[src/rtl/microondas_pkg.sv]
// Shared constants and types for the microwave keypad encoder path.
package microondas_pkg;

    localparam int NUM_KEYS   = 10;
    localparam int MAX_DIGITS = 4;
    localparam int BCD_W      = 4;

    // Digit positions inside time_bcd: {d3,d2,d1,d0} = mm:ss
    localparam int D0_IDX = 0;  // seconds units
    localparam int D1_IDX = 1;  // seconds tens
    localparam int D2_IDX = 2;  // minutes units
    localparam int D3_IDX = 3;  // minutes tens

    typedef enum logic [1:0] {
        ST_IDLE         = 2'd0,
        ST_CAPTURE      = 2'd1,
        ST_WAIT_RELEASE = 2'd2
    } entry_state_e;

endpackage : microondas_pkg

[src/rtl/onehot_to_bcd.sv]
// Combinational encoder: index of the single set bit, plus a flag that is
// high only when exactly one bit is set. Shared with the function-key path.
module onehot_to_bcd
    import microondas_pkg::*;
#(
    parameter int N = NUM_KEYS
) (
    input  logic [N-1:0]     onehot_i,
    output logic [BCD_W-1:0] index_o,
    output logic             valid_o
);

    localparam int CNT_W = $clog2(N + 1);

    logic [CNT_W-1:0] ones_s;
    logic [BCD_W-1:0] index_s;

    // Count set bits and remember the position of the highest one seen.
    always_comb begin
        ones_s  = {CNT_W{1'b0}};
        index_s = {BCD_W{1'b0}};
        for (int i = 0; i < N; i++) begin
            if (onehot_i[i]) begin
                ones_s  = ones_s + {{(CNT_W-1){1'b0}}, 1'b1};
                index_s = i[BCD_W-1:0];
            end else begin
                ones_s  = ones_s;
            end
        end
    end

    assign index_o = index_s;
    assign valid_o = (ones_s == {{(CNT_W-1){1'b0}}, 1'b1});

endmodule : onehot_to_bcd

[src/rtl/keypad_digit_entry.sv]
// Numeric keypad digit entry: captures one digit per debounced press and
// shifts it into a 4-digit mm:ss BCD buffer that the cook timer loads.
module keypad_digit_entry
    import microondas_pkg::*;
#(
    parameter int NUM_KEYS_P   = NUM_KEYS,
    parameter int MAX_DIGITS_P = MAX_DIGITS
) (
    input  logic                          clk,
    input  logic                          rst,
    input  logic [NUM_KEYS_P-1:0]         keys,
    input  logic                          key_stable,
    input  logic                          cancel,
    input  logic                          load_ack,
    output logic [BCD_W-1:0]              bcd_digit,
    output logic                          digit_valid,
    output logic                          key_error,
    output logic [BCD_W*MAX_DIGITS_P-1:0] time_bcd,
    output logic [2:0]                    digit_count,
    output logic                          full
);

    localparam int TW = BCD_W * MAX_DIGITS_P;

    entry_state_e            state_q, state_d;
    logic [NUM_KEYS_P-1:0]   key_reg_q, key_reg_d;
    logic [BCD_W-1:0]        bcd_digit_q, bcd_digit_d;
    logic                    digit_valid_q, digit_valid_d;
    logic                    key_error_q, key_error_d;
    logic [TW-1:0]           time_bcd_q, time_bcd_d;
    logic [2:0]              digit_count_q, digit_count_d;

    logic [BCD_W-1:0]        enc_index_s;
    logic                    enc_valid_s;
    logic                    full_s;
    logic                    clear_s;

    onehot_to_bcd #(.N(NUM_KEYS_P)) u_enc (
        .onehot_i (key_reg_q),
        .index_o  (enc_index_s),
        .valid_o  (enc_valid_s)
    );

    assign full_s  = (digit_count_q == 3'(MAX_DIGITS_P));
    assign clear_s = cancel | load_ack;

    // Next-state, capture evaluation and buffer update; a clear beats a capture.
    always_comb begin
        state_d       = state_q;
        key_reg_d     = key_reg_q;
        bcd_digit_d   = bcd_digit_q;
        digit_valid_d = 1'b0;
        key_error_d   = 1'b0;
        time_bcd_d    = time_bcd_q;
        digit_count_d = digit_count_q;

        case (state_q)
            ST_IDLE: begin
                if (key_stable) begin
                    key_reg_d = keys;
                    state_d   = ST_CAPTURE;
                end else begin
                    state_d   = ST_IDLE;
                end
            end
            ST_CAPTURE: begin
                state_d = ST_WAIT_RELEASE;
                if (clear_s) begin
                    digit_valid_d = 1'b0;
                end else if (enc_valid_s && !full_s) begin
                    bcd_digit_d   = enc_index_s;
                    digit_valid_d = 1'b1;
                    time_bcd_d    = {time_bcd_q[TW-BCD_W-1:0], enc_index_s};
                    digit_count_d = digit_count_q + 3'd1;
                end else begin
                    key_error_d   = 1'b1;
                end
            end
            ST_WAIT_RELEASE: begin
                if (key_stable) begin
                    state_d = ST_WAIT_RELEASE;
                end else begin
                    state_d = ST_IDLE;
                end
            end
            default: begin
                state_d = ST_IDLE;
            end
        endcase

        if (clear_s) begin
            time_bcd_d    = {TW{1'b0}};
            digit_count_d = 3'd0;
        end else begin
            digit_count_d = digit_count_d;
        end
    end

    // State and output registers with synchronous reset.
    always_ff @(posedge clk) begin
        if (rst) begin
            state_q       <= ST_IDLE;
            key_reg_q     <= {NUM_KEYS_P{1'b0}};
            bcd_digit_q   <= {BCD_W{1'b0}};
            digit_valid_q <= 1'b0;
            key_error_q   <= 1'b0;
            time_bcd_q    <= {TW{1'b0}};
            digit_count_q <= 3'd0;
        end else begin
            state_q       <= state_d;
            key_reg_q     <= key_reg_d;
            bcd_digit_q   <= bcd_digit_d;
            digit_valid_q <= digit_valid_d;
            key_error_q   <= key_error_d;
            time_bcd_q    <= time_bcd_d;
            digit_count_q <= digit_count_d;
        end
    end

    assign bcd_digit   = bcd_digit_q;
    assign digit_valid = digit_valid_q;
    assign key_error   = key_error_q;
    assign time_bcd    = time_bcd_q;
    assign digit_count = digit_count_q;
    assign full        = full_s;

endmodule : keypad_digit_entry
[config.mk]
export PLATFORM = sky130hd
export DESIGN_NAME = keypad_digit_entry
export DESIGN_NICKNAME = d
export VERILOG_FILES = /design/src/rtl/microondas_pkg.sv /design/src/rtl/onehot_to_bcd.sv /design/src/rtl/keypad_digit_entry.sv
export SDC_FILE = /design/constraint.sdc
export NUM_CORES = 1
export LEC_CHECK = 0
export BUFFER_PORTS_ARGS = -buffer_cell sky130_fd_sc_hd__buf_2
export CAP_MARGIN = 15
export CORE_AREA = 2 2 91 93
export CTS_CLUSTER_SIZE = 25
export DETAILED_ROUTE_END_ITERATION = 7
export DIE_AREA = 0 0 93 95
export PLACE_DENSITY = 0.59
export SLEW_MARGIN = 15
export SYNTH_ARGS = -nofsm -noshare
export SYNTH_HDL_FRONTEND = slang
export SYNTH_SLANG_ARGS = --single-unit
[constraint.sdc]
create_clock -name clk -period 7.7 [get_ports clk]
set_clock_uncertainty 0.1 [all_clocks]
set_input_delay 0.77 -clock clk [delete_from_list [all_inputs] [get_ports clk]]
set_output_delay 0.77 -clock clk [all_outputs]
set_load 0.02 [all_outputs]
==> After elaboration in Yosys (flattened, before gate mapping) <==
Cells that the tools add are included.
{ "word_totals": {"ff_bits": 37, "input_bits": 15, "wordCells": 56} }
{ "op_classes": {"addsub": 10, "n_eq_ne": 4, "n_mux": 24, "bitwise_logic": 3, "reduce_logical": 8} }
{ "op_table": {"columns": ["cell", "count"], "rows": [
  ["2-to-1 mux 4 bit", 11],
  ["adder 4 x 1 -> 4 bit (second input constant)", 8],
  ["2-to-1 mux 3 bit", 4],
  ["2-to-1 mux 2 bit", 3],
  ["one-hot mux 2 bit (3 select lines)", 1],
  ["2-to-1 mux 1 bit", 5],
  ["equality test 4 x 1 -> 1 bit (second input constant)", 1],
  ["AND reduction 2 bit", 2],
  ["adder 3 x 1 -> 3 bit (second input constant)", 1],
  ["equality test 3 bit (second input constant)", 1],
  ["AND reduction 3 bit", 1],
  ["OR reduction 3 bit", 1],
  ["adder 1 x 1 -> 2 bit (second input constant)", 1],
  ["equality test 2 x 1 -> 1 bit (second input constant)", 1],
  ["equality test 2 bit (second input constant)", 1],
  ["logical NOT 2 bit", 1],
  ["inverter 1 bit", 2],
  ["OR reduction 2 bit", 1],
  ["logical AND 1 bit", 1],
  ["logical NOT 1 bit", 1],
  ["OR 1 bit", 1]
]} }

==> Longest topological paths before layout <==
{ "depth": {"ltp_word": 22, "mapped_depth": 33, "ltp_nobuf": 32} }

==> Hierarchy <==
A second synthesis with hierarchy kept.
{ "hier_totals": {"cells_unflattened": 239, "hier_area_um2": 2188.3} }
{ "modules_own_cells": {"columns": ["mod", "n_inst", "cells_each", "area_per_inst_um2", "seq_area_each_um2"], "rows": [
  ["keypad_digit_entry", 1, 140, 1437.6, 740.7],
  ["onehot_to_bcd", 1, 99, 750.7, 0.0]
]} }

==> Worst setup path before layout <==
OpenSTA, ideal clock, no wires.
{ "synth_timing": {"kind": "register to register", "from": "register key_reg_q[1]", "to": "register time_bcd_q[10], in the netlist time_bcd[10]", "setup_ns": 0.072, "arrival_time_ns": 5.571, "path_slack_ns": 1.958, "stages_incl_launch_ff": 33, "path_cell_list": "dfxtp_1 -> inv_1 -> ha_1 -> xor2_1 -> ha_1 -> nand2_1 -> o31ai_1 -> ha_1 -> mux2_2 -> ha_1 -> inv_1 -> a21oi_1 -> o31ai_1 -> inv_1 -> ha_1 -> nand2_1 -> o21ai_0 -> ha_1 -> o22ai_1 -> a21o_1 -> inv_1 -> ha_1 -> nand2_1 -> o21ai_0 -> ha_1 -> nand2_1 -> mux2i_1 -> a21oi_1 -> o21ai_0 -> o211ai_4 -> nor2_4 -> buf_12 -> mux2i_1"} }
{ "synth_between": {"elab_chain_cells": 20} }
{ "synth_rtl": {"columns": ["item", "line_no", "text"], "rows": [
  ["start: declaration", "keypad_digit_entry.sv:26", "logic [NUM_KEYS_P-1:0] key_reg_q, key_reg_d;"],
  ["start signal: assignment", "keypad_digit_entry.sv:103", "key_reg_q <= {NUM_KEYS_P{1'b0}};"],
  ["start signal: assignment", "keypad_digit_entry.sv:111", "key_reg_q <= key_reg_d;"],
  ["2-to-1 mux 4 bit *", "onehot_to_bcd.sv:23", "if (onehot_i[i]) begin"],
  ["adder 4 x 1 -> 4 bit", "onehot_to_bcd.sv:24", "ones_s = ones_s + {{(CNT_W-1){1'b0}}, 1'b1};"],
  ["2-to-1 mux 4 bit *", "onehot_to_bcd.sv:23", null],
  ["adder 4 x 1 -> 4 bit", "onehot_to_bcd.sv:24", null],
  ["2-to-1 mux 4 bit *", "onehot_to_bcd.sv:23", null],
  ["adder 4 x 1 -> 4 bit", "onehot_to_bcd.sv:24", null],
  ["2-to-1 mux 4 bit *", "onehot_to_bcd.sv:23", null],
  ["adder 4 x 1 -> 4 bit", "onehot_to_bcd.sv:24", null],
  ["[4 not listed]", null, null],
  ["2-to-1 mux 4 bit *", "onehot_to_bcd.sv:23", null],
  ["adder 4 x 1 -> 4 bit", "onehot_to_bcd.sv:24", null],
  ["2-to-1 mux 4 bit *", "onehot_to_bcd.sv:23", null],
  ["adder 4 x 1 -> 4 bit", "onehot_to_bcd.sv:24", null],
  ["2-to-1 mux 4 bit *", "onehot_to_bcd.sv:23", null],
  ["equality test 4 x 1 -> 1 bit *", "onehot_to_bcd.sv:33", "assign valid_o = (ones_s == {{(CNT_W-1){1'b0}}, 1'b1});"],
  ["logical AND 1 bit *", "keypad_digit_entry.sv:70", "end else if (enc_valid_s && !full_s) begin"],
  ["AND reduction 2 bit (no line) *", null, null],
  ["end signal: assignment", "keypad_digit_entry.sv:107", "time_bcd_q <= {TW{1'b0}};"],
  ["end signal: assignment", "keypad_digit_entry.sv:115", "time_bcd_q <= time_bcd_d;"],
  ["end: declaration", "keypad_digit_entry.sv:30", "logic [TW-1:0] time_bcd_q, time_bcd_d;"]
]} }
Mark *: on every way between the ends. The rest lies on a longest branch, timed or not.
A chain may end at the register's enable or synchronous reset.

==> Worst setup path in the final report <==
{ "layout_timing": {"from": "register key_reg_q[1]", "to": "register time_bcd_q[1], in the netlist time_bcd[1]"} }
The elaborated chain is that of the path after synthesis.

==> impl_metrics.json <==
{
  "status": "finished, final reports clean",
  "power.switching_fraction": 0.3145,
  "vias": 1837,
  "reg2reg_depth": 31,
  "yosysSeqAreaShare": 0.3200,
  "fin_crit_sh": 0.8384,
  "antenna_found_initial": 0,
  "cts_root_buf": "clkbuf_8",
  "ys_top_cells_by_count": "37 x dfxtp_1, 32 x nand2_1, 27 x nor2_1, 23 x mux2i_1",
  "critPathCaptureType": "flop",
  "slew_viol_final": 0,
  "finalCriticalPeriod_ns": 6.455,
  "power.leakage_nw": 1.109,
  "crit_slowest_cell": "nor2_4",
  "p_seq_frac": 0.378,
  "grt_max_degree": 23,
  "m1WireLength_um": 2190,
  "hold_class": "flop to flop",
  "power.internal_mw": 0.3707,
  "syn_inst": 259,
  "setup_viol": 0,
  "finalWorstSetupSlack_ns": 1.245,
  "finalNonFillerCells": 398,
  "path_class": "flop to flop",
  "port_buffers": 40,
  "rsz0062_at_grt": "false",
  "pwr-share-clk": 0.328,
  "synthToLayoutAreaGrowth_pct": 14.76,
  "fmax_mhz": 154.9,
  "initial_core_util": 0.2920,
  "cap_violations": 0,
  "yosysMostFrequentCell": "dfxtp_1",
  "grt.total_usage": 0.1057,
  "clkSlewWorstSetupHoldPaths_ns": 0.08,
  "grt_pass1_vias": 1755,
  "async_flop_share": 0,
  "ys_warn_count": 0,
  "layout.nets": 318,
  "synth_area_mm2": 0.002315,
  "grt_pass1_wl_um": 7590,
  "ir_worst_vdd_uv": 92.65,
  "hold_buffers": 0,
  "synth_enable_flop_cells": 0,
  "cts_buffers": 5,
  "fp.dieW_um": 93,
  "num_rows": 33,
  "cp.required_ns": 7.82,
  "combPwrFrac": 0.294,
  "utilization": 0.3351,
  "cts_tree": "built",
  "core_area_mm2": 0.007928,
  "antenna_cells": 0,
  "drtAntennaViolNets": 0,
  "synth_area_leaders": "dfxtp_1 32%, mux2i_1 9.9%, ha_1 5.9%, nand2_1 5.2%, xnor2_1 4.9%",
  "relSlewSlack": 0.2518,
  "ios": 41,
  "die_area_mm2": 0.008835,
  "layout-drive-gt1-share": 0.2287,
  "routed-wl-met3_um": 110,
  "dp_hpwl_um": 3509,
  "hold_path_depth": 2,
  "cpMostUsedCell": "ha_1",
  "synth_flop_cell": "dfxtp_1",
  "cts_max_path_buffers": 2,
  "yosys.area.top_type_share": 0.3200,
  "ys_ff_latch": 37,
  "ctsResizeCount": 0,
  "cpPeakStageDelay_ns": 0.51,
  "drt-total-wl_um": 4562,
  "final_area_mm2": 0.002656,
  "syn_avg_cell_area_um2": 8.937,
  "worstPathArrival_ns": 6.58,
  "cts_setup_buffers": 0,
  "drtIter0Drc": 51,
  "gp_congestion": 0.7434,
  "dr.pass1.iters": 4,
  "power_density_mw_per_mm2": 203.6,
  "top_layer": "met4",
  "yosysTopAreaCell": "dfxtp_1",
  "place_ws_ns": 1.263,
  "die_h_um": 95,
  "wl_met2_um": 2198,
  "grt_overflow": 0,
  "yosysUniqueCellTypes": 51,
  "postSynthNetCount": 285,
  "crit_fanout": 17,
  "dpl-instance-area_mm2": 0.002530,
  "worst_slew_pin_slew_ns": 1.117,
  "hold_viol": 0,
  "clk-insertion-delay-late_ns": 0.28,
  "drc": 0,
  "placed_cells": 390,
  "htreeDepth": 2,
  "fin_setup_tns_ns": 0,
  "p_sw_mw": 0.1700,
  "wl_per_cell_um": 11.46,
  "startpoint_type": "flop",
  "viasPerCell": 4.616,
  "cts.sinks": 37
}
-- worst paths after layout --
| path | from | end | slack, ns |
|---|---|---|---|
| worst max-delay path | key_reg_q[1] | time_bcd[1] | 1.24 |
| worst min-delay path | time_bcd[12] | time_bcd[12] | 0.36 |
| worst max register to register | key_reg_q[1] | time_bcd[1] | 1.24 |
| worst min register to register | time_bcd[12] | time_bcd[12] | 0.36 |
-- per-stage QoR --
stage | power [mW] | hold WS (ns)
after CTS | 0.5457 | 0.3646
after detailed placement | 0.3683 | 0.3521
final | 0.5407 | 0.3608
after global placement | 0.3657 | 0.3435
after global routing | 0.5714 | 0.3761
after floorplan | 0.3438 | 0.3815
-- registers in the layout (all words and copies together), names as in the netlist --
name,cells
bcd_digit,4
key_error,1
state_q,2
key_reg_q,10
time_bcd,16
digit_valid,1
digit_count,3
-- power groups by stage --
stage               Combinational (mW)  Sequential, mW  Clock (mW)
finish                           0.159           0.205       0.177
global route                     0.177           0.206       0.189
CTS                              0.160           0.204       0.181
detailed placement               0.159           0.209           0
global placement                 0.157           0.209           0
floorplan                        0.139           0.204           0
-- cell families after synthesis --
kind of cell | after synthesis | synth area share
adders and majority gates | 11 | 0.05946
and+or+nand+nor | 96 | 0.2005
DFF | 37 | 0.3200
buffers and inverters | 28 | 0.07730
muxes | 25 | 0.1157
xor gates and xnor gates | 19 | 0.09784
AOI/OAI and AO/OA | 43 | 0.1292
-- worst max-delay path, delay by kind of cell, from the launching register on --
family                     cells  cell delay (ns)
xor gates and xnor gates       1             0.17
AOI/OAI and AO/OA             10             1.62
and+or+nand+nor                5             0.79
adders and majority gates      8             2.38
DFF                            1             0.36
muxes                          3             0.66
buffers and inverters          4             0.27
-- layer usage --
| layer | up-vias | track usage |
|---|---|---|
| met5 | - | 0 |
| met4 | 0 | 0.04044 |
| met3 | 7 | 0.01676 |
| met2 | 22 | 0.1860 |
| met1 | 853 | 0.1297 |
| li1 | 955 | - |
-- layout make-up --
cell class / count / area [µm²]
fillers: 845 / 5271
clock buffers: 6 / 82.58
flip-flops and latches: 37 / 740.7
well taps: 105 / 131.4
inverters: 14 / 52.55
clock inverters: 2 / 37.54
repair buffers: 40 / 200.2
multi-input cells: 194 / 1411
-- cells in the final DEF (no fill, tap or decap), types with 2 or more instances in the layout --
cell type,netlist,final
a211oi_2,2,2
a21boi_0,2,2
a21oi_1,12,12
a31oi_1,2,2
and2_1,2,2
and2_2,2,2
buf_2,0,40
clkbuf_8,3,6
dfxtp_1,37,37
ha_1,11,11
inv_1,13,13
mux2i_1,23,23
nand2_1,32,32
nand2b_1,4,4
nand3_1,5,5
nand3b_1,7,7
nor2_1,27,27
nor2b_1,3,3
nor3_1,6,5
o21ai_0,10,10
o31ai_1,4,4
xnor2_1,13,13
xnor3_2,3,3
Power figures use the tool's default switching activity.
